`src/rtl/alu_seq_exec_if.sv`:
```
// Request/result bundle between the issuing stage, the sequential ALU and its consumer.
// The master drives operations and accepts results; the slave is the execution unit.
interface alu_seq_exec_if #(
    parameter int WIDTH = 8,
    parameter int SHW   = 3
);
    logic             in_valid;
    logic             in_ready;
    logic [3:0]       opcode;
    logic [WIDTH-1:0] op1;
    logic [WIDTH-1:0] op2;
    logic             out_valid;
    logic             out_ready;
    logic [WIDTH-1:0] out;
    logic             carry;
    logic             zero;
    logic             err;

    modport master (
        output in_valid, opcode, op1, op2, out_ready,
        input  in_ready, out_valid, out, carry, zero, err
    );

    modport slave (
        input  in_valid, opcode, op1, op2, out_ready,
        output in_ready, out_valid, out, carry, zero, err
    );
endinterface

```
`src/rtl/alu_seq_exec.sv`:
```
// Sequential ALU: single-cycle logic/arithmetic, bit-serial shifts, result and flags held
// until the consumer accepts them.
module alu_seq_exec #(
    parameter int WIDTH = 8,
    parameter int SHW   = 3
) (
    input logic           clk,
    input logic           rst,
    alu_seq_exec_if.slave bus
);
    localparam logic [1:0] ST_IDLE  = 2'd0;
    localparam logic [1:0] ST_SHIFT = 2'd1;
    localparam logic [1:0] ST_DONE  = 2'd2;

    localparam logic [3:0] OP_AND  = 4'd0;
    localparam logic [3:0] OP_OR   = 4'd1;
    localparam logic [3:0] OP_XOR  = 4'd2;
    localparam logic [3:0] OP_XNOR = 4'd3;
    localparam logic [3:0] OP_NOT  = 4'd4;
    localparam logic [3:0] OP_ADD  = 4'd5;
    localparam logic [3:0] OP_SUB  = 4'd6;
    localparam logic [3:0] OP_SHL  = 4'd7;
    localparam logic [3:0] OP_SHR  = 4'd8;

    localparam logic [SHW-1:0] CNT_ONE = {{(SHW-1){1'b0}}, 1'b1};

    // Single-cycle result as {illegal, carry, result}; shifts here cover only the zero-count case.
    function automatic logic [WIDTH+1:0] alu_eval(
        input logic [3:0]       opc,
        input logic [WIDTH-1:0] a,
        input logic [WIDTH-1:0] b
    );
        logic [WIDTH:0]   wide;
        logic [WIDTH-1:0] res;
        logic             cy;
        logic             ill;
        wide = {(WIDTH+1){1'b0}};
        res  = {WIDTH{1'b0}};
        cy   = 1'b0;
        ill  = 1'b0;
        case (opc)
            OP_AND:  res = a & b;
            OP_OR:   res = a | b;
            OP_XOR:  res = a ^ b;
            OP_XNOR: res = ~(a ^ b);
            OP_NOT:  res = ~a;
            OP_ADD: begin
                wide = {1'b0, a} + {1'b0, b};
                res  = wide[WIDTH-1:0];
                cy   = wide[WIDTH];
            end
            OP_SUB: begin
                wide = {1'b0, a} - {1'b0, b};
                res  = wide[WIDTH-1:0];
                cy   = wide[WIDTH];
            end
            OP_SHL:  res = a;
            OP_SHR:  res = a;
            default: ill = 1'b1;
        endcase
        return {ill, cy, res};
    endfunction

    logic [1:0]       state_r;
    logic             in_ready_r;
    logic             out_valid_r;
    logic [WIDTH-1:0] out_r;
    logic             carry_r;
    logic             zero_r;
    logic             err_r;
    logic [WIDTH-1:0] shift_r;
    logic [SHW-1:0]   count_r;
    logic             dir_left_r;

    logic [WIDTH+1:0] eval_s;
    logic             is_shift_s;
    logic [SHW-1:0]   k_s;
    logic [WIDTH-1:0] shift_next_s;
    logic             shift_bit_s;

    assign bus.in_ready  = in_ready_r;
    assign bus.out_valid = out_valid_r;
    assign bus.out       = out_r;
    assign bus.carry     = carry_r;
    assign bus.zero      = zero_r;
    assign bus.err       = err_r;

    // Decode and evaluate the operation currently presented by the issuer.
    always_comb begin
        eval_s     = alu_eval(bus.opcode, bus.op1, bus.op2);
        is_shift_s = (bus.opcode == OP_SHL) || (bus.opcode == OP_SHR);
        k_s        = bus.op2[SHW-1:0];
    end

    // One-bit shift step; the bit leaving the register becomes the candidate carry.
    always_comb begin
        if (dir_left_r) begin
            shift_next_s = {shift_r[WIDTH-2:0], 1'b0};
            shift_bit_s  = shift_r[WIDTH-1];
        end else begin
            shift_next_s = {1'b0, shift_r[WIDTH-1:1]};
            shift_bit_s  = shift_r[0];
        end
    end

    // Control FSM together with the result/flag registers.
    always_ff @(posedge clk) begin
        if (rst) begin
            state_r     <= ST_IDLE;
            in_ready_r  <= 1'b1;
            out_valid_r <= 1'b0;
            out_r       <= {WIDTH{1'b0}};
            carry_r     <= 1'b0;
            zero_r      <= 1'b0;
            err_r       <= 1'b0;
            shift_r     <= {WIDTH{1'b0}};
            count_r     <= {SHW{1'b0}};
            dir_left_r  <= 1'b0;
        end else begin
            case (state_r)
                ST_IDLE: begin
                    if (bus.in_valid && in_ready_r) begin
                        in_ready_r <= 1'b0;
                        if (is_shift_s && (k_s != {SHW{1'b0}})) begin
                            state_r    <= ST_SHIFT;
                            shift_r    <= bus.op1;
                            count_r    <= k_s;
                            dir_left_r <= (bus.opcode == OP_SHL);
                            err_r      <= 1'b0;
                        end else begin
                            // Illegal opcodes evaluate to a zero result, so zero=1 falls out.
                            state_r     <= ST_DONE;
                            out_valid_r <= 1'b1;
                            out_r       <= eval_s[WIDTH-1:0];
                            carry_r     <= eval_s[WIDTH];
                            zero_r      <= (eval_s[WIDTH-1:0] == {WIDTH{1'b0}});
                            err_r       <= eval_s[WIDTH+1];
                        end
                    end
                end
                ST_SHIFT: begin
                    shift_r <= shift_next_s;
                    count_r <= count_r - CNT_ONE;
                    if (count_r == CNT_ONE) begin
                        state_r     <= ST_DONE;
                        out_valid_r <= 1'b1;
                        out_r       <= shift_next_s;
                        carry_r     <= shift_bit_s;
                        zero_r      <= (shift_next_s == {WIDTH{1'b0}});
                    end
                end
                ST_DONE: begin
                    if (bus.out_ready) begin
                        state_r     <= ST_IDLE;
                        out_valid_r <= 1'b0;
                        in_ready_r  <= 1'b1;
                    end
                end
                default: begin
                    state_r     <= ST_IDLE;
                    out_valid_r <= 1'b0;
                    in_ready_r  <= 1'b1;
                end
            endcase
        end
    end
endmodule

```
`src/flat_wrapper.sv`:
```
// flat-port wrapper written by rule: the top's interface ports become plain ports
module alu_seq_exec_flat 
#(
    parameter int WIDTH = 8,
    parameter int SHW   = 3
)
  (clk, rst, bus_in_valid, bus_opcode, bus_op1, bus_op2, bus_out_ready, bus_in_ready, bus_out_valid, bus_out, bus_carry, bus_zero, bus_err);
  alu_seq_exec_if #(.WIDTH(WIDTH), .SHW(SHW)) bus_i ();
  input logic clk;
  input logic rst;
  input wire logic [$bits(bus_i.in_valid)-1:0] bus_in_valid;
  input wire logic [$bits(bus_i.opcode)-1:0] bus_opcode;
  input wire logic [$bits(bus_i.op1)-1:0] bus_op1;
  input wire logic [$bits(bus_i.op2)-1:0] bus_op2;
  input wire logic [$bits(bus_i.out_ready)-1:0] bus_out_ready;
  output wire logic [$bits(bus_i.in_ready)-1:0] bus_in_ready;
  output wire logic [$bits(bus_i.out_valid)-1:0] bus_out_valid;
  output wire logic [$bits(bus_i.out)-1:0] bus_out;
  output wire logic [$bits(bus_i.carry)-1:0] bus_carry;
  output wire logic [$bits(bus_i.zero)-1:0] bus_zero;
  output wire logic [$bits(bus_i.err)-1:0] bus_err;
  assign bus_i.in_valid = bus_in_valid;
  assign bus_i.opcode = bus_opcode;
  assign bus_i.op1 = bus_op1;
  assign bus_i.op2 = bus_op2;
  assign bus_i.out_ready = bus_out_ready;
  assign bus_in_ready = bus_i.in_ready;
  assign bus_out_valid = bus_i.out_valid;
  assign bus_out = bus_i.out;
  assign bus_carry = bus_i.carry;
  assign bus_zero = bus_i.zero;
  assign bus_err = bus_i.err;
  alu_seq_exec #(.WIDTH(WIDTH), .SHW(SHW)) u_core (.clk(clk), .rst(rst), .bus(bus_i));
endmodule
```
`config.mk`:
```
export PLATFORM = sky130hd
export DESIGN_NAME = alu_seq_exec_flat
export DESIGN_NICKNAME = d
export VERILOG_FILES = /design/src/rtl/alu_seq_exec_if.sv /design/src/rtl/alu_seq_exec.sv /design/src/flat_wrapper.sv
export SDC_FILE = /design/constraint.sdc
export NUM_CORES = 1
export LEC_CHECK = 0
export ABC_AREA = 1
export CAP_MARGIN = 20
export CORE_UTILIZATION = 57
export CTS_CLUSTER_SIZE = 30
export DETAILED_ROUTE_END_ITERATION = 7
export GPL_ROUTABILITY_DRIVEN = 0
export PLACE_DENSITY = 0.82
export SLEW_MARGIN = 20
export SYNTH_ARGS = -nofsm -noshare
export SYNTH_HDL_FRONTEND = slang
export SYNTH_SLANG_ARGS = --single-unit
```
`constraint.sdc`:
```
create_clock -name clk -period 2.6 [get_ports clk]
set_clock_uncertainty 0.1 [all_clocks]
set_input_delay 0.65 -clock clk [delete_from_list [all_inputs] [get_ports clk]]
set_output_delay 0.65 -clock clk [all_outputs]
set_load 0.05 [all_outputs]
```
==> results of run 1 <==
==> final cells by class <==
class / count / share of cell area (%)
clock buffers: 4 / 1.14
flip-flops and latches: 27 / 13.7
inverters: 64 / 6.08
multi-input cells: 372 / 53.9
repair buffers: 104 / 23.1
well taps: 67 / 2.12
==> metrics by stage <==
stage	cells	hold WS, ns	util [%]	total power, mW
2_1_floorplan	476	0.340	-	1.07
3_3_place_gp	629	0.350	77.5	1.40
3_5_place_dp	629	0.359	77.5	1.42
4_1_cts	633	0.373	78.8	1.66
5_1_grt	638	0.388	82.5	1.81
6_report	638	0.370	82.5	1.72
==> per-layer routing <==
metal	share of wire, %	wire (um)	up-vias	GRT usage [%]
met5	0	0	-	0
met4	3.0	271	0	11.8
met3	9.2	840	27	6.22
met2	46	4220	205	58.3
met1	41	3750	1607	43.5
li1	-	-	1726	-
==> critical path, stage by stage <==
cell and delay [ns]:
clkdlybuf4s50_1 0.49, inv_1 0.09, ha_4 0.28, buf_4 0.15
nand3_1 0.08, nand2_1 0.07, nor2_1 0.11, nand3_1 0.10
nor2_2 0.13, nand2_1 0.07, nor2_1 0.14, nand3_1 0.11
a21oi_2 0.16
==> synth_stat cells, types with 2 or more instances <==
cell type,count
buf_2,7
inv_2,7
a21oi_1,35
or2_0,2
o21a_1,2
nand3b_1,6
nand4_1,5
nand2_2,2
ha_1,26
nand3_2,4
clkbuf_1,3
nor2_1,66
nand2_1,115
o21ai_0,19
nor3_1,4
inv_1,56
or2_2,2
nand3_1,52
dfxtp_1,27
nand2_4,2
a21oi_2,4
buf_6,3
o21ai_1,11
nor2_2,2
fa_1,2
==> report_power, final <==
part           switching (mW)  internal [mW]  total, mW
combinational           0.581          0.383      0.964
sequential             0.0404          0.474      0.515
clock                   0.135          0.110      0.245
total                   0.756          0.967       1.72
==> path summary, 6_finish.rpt <==
path	end	cells past startpoint	slack [ns]	startpoint
max	u_core.bus.zero	13	0.07	bus_op2[4]
min	u_core.bus.err	2	0.37	u_core.bus.err
max reg2reg	u_core.shift_r[1]	8	0.65	u_core.state_r[0]
min reg2reg	u_core.bus.err	2	0.37	u_core.bus.err
==> sequential cells by signal (all words and copies together) (netlist names) <==
register,flops
u_core.bus.out,8
u_core.shift_r,8
u_core.count_r,3
u_core.state_r,2
u_core.bus.carry,1
u_core.bus.err,1
u_core.bus.in_ready,1
u_core.bus.out_valid,1
u_core.bus.zero,1
u_core.dir_left_r,1
==> cell families (layout without fill, tap and decap cells) <==
kind of cell | Yosys count | in the layout | share of synthesized area [%]
buffers and inverters | 77 | 172 | 11.2
AOI/OAI and AO/OA | 75 | 75 | 14.1
DFF | 27 | 27 | 18.9
muxes | 1 | 1 | 0.350
adders and majority gates | 28 | 28 | 12.8
and+or+nand+nor | 268 | 268 | 42.7
==> timing repair <==
action | CTS | global route
gates resized for setup | 7 | 41
endpoints found under the setup margin | 2 | 7
buffers inserted | 0 | 5
pin swaps | 2 | 10
==> results.md, run 1 <==
Outcome:
- The flow ran to the end, and the final reports show no timing, DRC or antenna violations.

Timing:
- The number of hold violations in the final report is 0.
- The minimum clock period is 2.53 ns.
- The setup slack of the critical path after layout is 0.0683 ns.
- Setup repair after global routing left no endpoint under its margin.
- The setup TNS after final layout is 0 ns.
- The number of failing setup endpoints in the final timing report is 0.
- The final clock period utilization by the worst path is 97.4%.
- The number of max-slew violations in the final report is 0.
- The headroom to the max-slew limit is 65.2%.
- Derived from the worst setup path, the maximum achievable clock frequency is 395 MHz.
- For the pin with the worst max-slew slack, the measured transition is 0.521 ns.

Route:
- The first detailed-routing pass ran for 5 iterations.
- In this run, the number of DRC markers left after iteration 0 of detailed routing was 348.
- The routed layout has 3565 vias.
- The wire length after detailed routing is 9080 um.
- The antenna violation net count after detailed routing is 0.
- The post-route DRC violation count is 0.
- The post-detailed-route wirelength per cell is 14.2 um.
- The detail-routed via count per cell is 5.59.

Critical path:
- The endpoint type of the worst setup path is a flip-flop.
- STA puts the critical path data required time at 2.71 ns.
- The data arrival at the endpoint of the critical path is 2.64 ns.
- STA classifies the critical path startpoint as a primary input.
- The largest fanout on the critical path is 8.
- The setup path with the least slack is of type primary input to flip-flop.

Placement:
- The detailed placement HPWL is 6970 um.
- The count of buffers added on input and output ports is 36.
- The total placed instance area is 0.00371 sq mm.
- The placement-stage worst setup slack is -0.393 ns.

Logic synthesis:
- Summing every instance area after synthesis gives 0.00286 sq mm.
- The most frequently used flop master after synthesis is dfxtp_1.
- The post-synthesis cell type count is 37.
- The number of enable-type register cells in the synthesized netlist is 0.
- The net count after synthesis is 528.
- Synthesis handed over a netlist of 476 instances.
- The area share of the leading cell type in the synthesized netlist is 18.9%.
- Yosys attributes the largest share of cell area to dfxtp_1 (19%), nand2_1 (15%), ha_1 (11%), nand3_1 (9.1%), nor2_1 (8.7%).
- Synthesis inferred 27 register bits.
- The synthesized area per cell is 6.01 sq um.
- Of all flip-flops after synthesis, the portion carrying an async set or reset was 0%.
- The library cell occupying the most area in the post-synthesis netlist is dfxtp_1.
- Sequential elements use 18.9% of the synthesized area.
- Yosys printed 0 warnings.

Global routing:
- Entering global routing, the biggest net connects 18 pins.
- The total grt overflow is 0.
- The initial antenna violation count is 0.
- Global routing used 34.2% of the available tracks across all layers.
- The wire length of the first global-routing pass is 14100 um.
- The number of global-route vias before repair is 3193.

Die:
- The starting utilization of the core area is 59.8%.
- The die outline width is 72.8 um.
- The top-level I/O count is 37.
- The full die area is 0.00530 sq mm.
- The core area is 0.00479 sq mm.
- The overall die height is 72.8 um.
- The site row count is 25.

Clock tree:
- In this run the number of H-tree levels came out at 1.
- The clock transition time at the flip-flop clock pins of the worst setup and hold paths is 0.09 ns.
- The TritonCTS clock tree is yes.
- The maximum clock insertion buffer count is 2.
- The tree is rooted in a clkbuf_8.
- Hold repair after CTS inserted 0 buffers.
- The number of clock sinks is 27.
- For the worst-skew pair, the clock arrives at the later sink with an insertion delay of 0.28 ns.
- The total CTS buffers is 3.

Power:
- The power per unit of standard cell area is 436 mW/mm^2.
- VDD sags by at most 0.612 mV.
- The leakage dissipation is 1.97 nW.

Finish:
- The repair_antennas step left the layout with diodes totalling 0.
- The most common cell after layout, fill and taps aside is nand2_1.
- The top cell types in the final layout, fill and taps aside, are nand2_1 (113), nor2_1 (63), buf_4 (63).
- The total of fill cells in the finished design is 339.
- After routing the design area is 0.00395 sq mm.
- The register area is 541 sq um.
- The growth of design area from synthesis to finish is 38.1%.
- The layout net count is 624.
- The fraction of layout instances using a drive strength above 1 is 22.2%.
- The multi-input combinational cells in the finished layout cover a total of 0.00213 sq mm.

Hold path:
- The worst hold path belongs to the class flip-flop to flip-flop.

Run:
- Max-cap violations in this run came to 0.
Power figures use the tool's default switching activity.
==> run 2: changes to the inputs <==
Settings changed: SKIP_LAST_GASP set to 1.
Clock period 2.6 ns to 2.47 ns, I/O delays scaled along.
==> results.md, run 2 (same netlist as run 1, synthesis figures left out) <==
Outcome:
- The run finished with clean final reports.

Route:
- Summed over all layers, the routed wires come to 9660 um.
- Across all layers, the routed design uses 3655 vias.
- The post-route DRC violation count is 0.
- The antenna violation net count after detailed routing is 0.
- In the final routed layout, each cell accounts on average for 15.1 um.
- The initial DRC count is 375.
- The first-pass detailed-route iteration total is 5.
- After detailed routing, the number of vias per cell comes to 5.73.

Die:
- 37 I/O pins were placed.
- The core region is 0.00479 sq mm.
- The die is 72.8 um wide.
- The site row count is 25.
- The full die area is 0.00530 sq mm.
- The initial utilization of the core area, before any placement, comes to 59.8%.
- From bottom edge to top edge, the die measures 72.8 um.

Clock tree:
- The number of clock sinks is 27.
- The maximum clock insertion buffer count is 2.
- CTS built an H-tree with a depth of 1.
- The TritonCTS clock tree is yes.
- The cell sitting at the root of the clock tree is a clkbuf_8.
- After clock tree synthesis, the clock-pin slew on the worst setup and hold paths is 0.11 ns.
- The source-to-sink clock delay at the later pin of the worst-skew pair is 0.29 ns.
- TritonCTS created 3 clock buffers.

Critical path:
- The number of cells on the worst reg-to-reg path is 9.
- The combined buffer and inverter count along the critical path is 3.
- The reg-to-reg critical path endpoint is u_core.bus.out[2].
- In this run the critical register-to-register path is launched from u_core.state_r[1].
- The cell with the most instances on the worst path is nand3_1.
- At the worst endpoint, the required time is 2.60 ns.
- The largest single stage delay on the critical path is 0.49 ns.
- The setup check on the worst reg-to-reg path leaves a slack of 0.51 ns.
- STA classifies the critical path endpoint as a flip-flop.
- The kind of cell adding the most delay to the critical path is simple AND/OR/NAND/NOR gates.
- The largest individual stage delay along the critical path comes from the cell clkdlybuf4s50_1.
- The data arrival at the endpoint of the critical path is 2.54 ns.
- The critical path goes through clkdlybuf4s50_1 -> inv_2 -> ha_4 -> buf_4 -> nand3_1 -> nand2_1 -> nor2_1 -> nand3_1 -> nor2_2 -> nand2_1 -> nor2_1 -> nand3_1 -> a21oi_2.
- The path type of the worst setup path is primary input to flip-flop.
- The element type at the critical path start is a primary input.
- Of all nets on the critical path, the largest fanout is 5.

Hold path:
- The worst hold path belongs to the class flip-flop to flip-flop.
- Along the worst hold path, the cell count comes to 2.
- The startpoint of the lowest-slack hold path is u_core.shift_r[3].
- For hold timing, the worst endpoint is u_core.shift_r[3].

Placement:
- Input and output buffers added on the ports amount to 36.
- In this run, placement finished with an instance count of 634.
- The detailed placement HPWL is 7080 um.

Global routing:
- Global routing used 35.0% of the available tracks.
- The wire length of the first global-routing pass is 14500 um.
- Entering global routing, the biggest net connects 22 pins.
- The initial antenna violation count is 0.
- The total overflow left after global routing is 0.
- The number of global-route vias before repair is 3285.

Timing:
- Setup repair after global routing could not meet its margin everywhere.
- The worst-margin pin slew is 0.508 ns.
- The number of max-slew violations in the final report is 0.
- Setup violations remaining at the end of the flow were counted as 0.
- The setup TNS after final layout is 0 ns.
- The number of hold violations in the final report was 0.
- Based on the critical path, the design can be clocked at up to 415 MHz.
- The final clock period utilization by the worst path is 97.6%.
- Measured against its own limit, the worst slew margin works out to 66.0%.
- The minimum clock period is 2.41 ns.

Finish:
- The layout net count is 624.
- The repair_antennas step left the layout with diodes totalling 0.
- The number of non-filler instances in the completed layout is 638.
- The growth of design area from synthesis to finish is 39.1%.
- The library cell used most frequently in the layout, excluding fill and tap cells, is nand2_1.
- The top cell types in the final layout, fill and taps aside, are nand2_1 (112), buf_4 (63), nor2_1 (59).
- The fraction of layout instances using a drive strength above 1 is 23.6%.

Power:
- IR analysis of the VDD net gives a maximum drop of 0.543 mV.
- The power per unit of standard cell area is 459 mW/mm^2.
- The leakage dissipation is 1.97 nW.

Run:
- Across the run, the number of max-cap violations was 0.
## run 2: how the worst max path moves through the flow
| stage | start | cells past startpoint | end |
|---|---|---|---|
| after floorplan | bus_op2[3] | 13 | u_core.bus.zero |
| after global placement | bus_op2[2] | 13 | u_core.bus.out[3] |
| final | bus_op2[3] | 13 | u_core.bus.zero |
| after CTS | bus_op2[0] | 14 | u_core.bus.zero |
| after global routing | bus_op2[2] | 13 | u_core.bus.zero |
| after detailed placement | bus_op1[0] | 15 | u_core.bus.zero |
## run 2: through the flow
stage | setup WS, ns | area, sq um | utilization [%] | power (mW) | hold slack, ns
2_1_floorplan | 0.269 | 2860 | - | 1.13 | 0.340
3_3_place_gp | -0.357 | 3760 | 78.6 | 1.47 | 0.350
3_5_place_dp | -0.456 | 3760 | 78.6 | 1.49 | 0.356
4_1_cts | -0.0311 | 3820 | 79.9 | 1.76 | 0.370
5_1_grt | -0.0681 | 3980 | 83.1 | 1.91 | 0.390
6_report | 0.0593 | 3980 | 83.1 | 1.83 | 0.368
## run 2: routing by layer
layer,track usage (%),wire [um]
met5,0,0
met3,6.22,824
met4,15.7,516
met1,43.6,3850
met2,59.1,4470
## run 2: worst reg2reg max path: stages, from the launching register on
cell and delay (ns):
dfxtp_1 0.44, nor2_1 0.11, buf_4 0.19, o21ai_0 0.12, nand2_1 0.08, nor2_1 0.21, nand3_4 0.16, inv_2 0.23
o21ai_0 0.11, a31oi_1 0.16
## run 2: power breakdown
part           switching [mW]  internal, mW  leakage (nW)
combinational           0.619         0.394          1.72
sequential             0.0442         0.499         0.221
clock                   0.154         0.115        0.0217
## run 2: timing repair
action / 4_1_cts / 5_1_grt
gates cloned: 0 / 0
endpoints found under the setup margin: 5 / 17
pin swaps: 1 / 12
resized for setup: 8 / 45
setup buffers: 0 / 0
hold buffers: 0 / 0
## run 2: cell type report
class | count | area, sq um
Clock inverter | 1 | 7.51
Fill cell | 340 | 808
Timing Repair Buffer | 104 | 918
Tap cell | 67 | 83.8
Inverter | 64 | 240
Multi-Input combinational cell | 372 | 2150
Sequential cell | 27 | 541
Clock buffer | 3 | 41.3
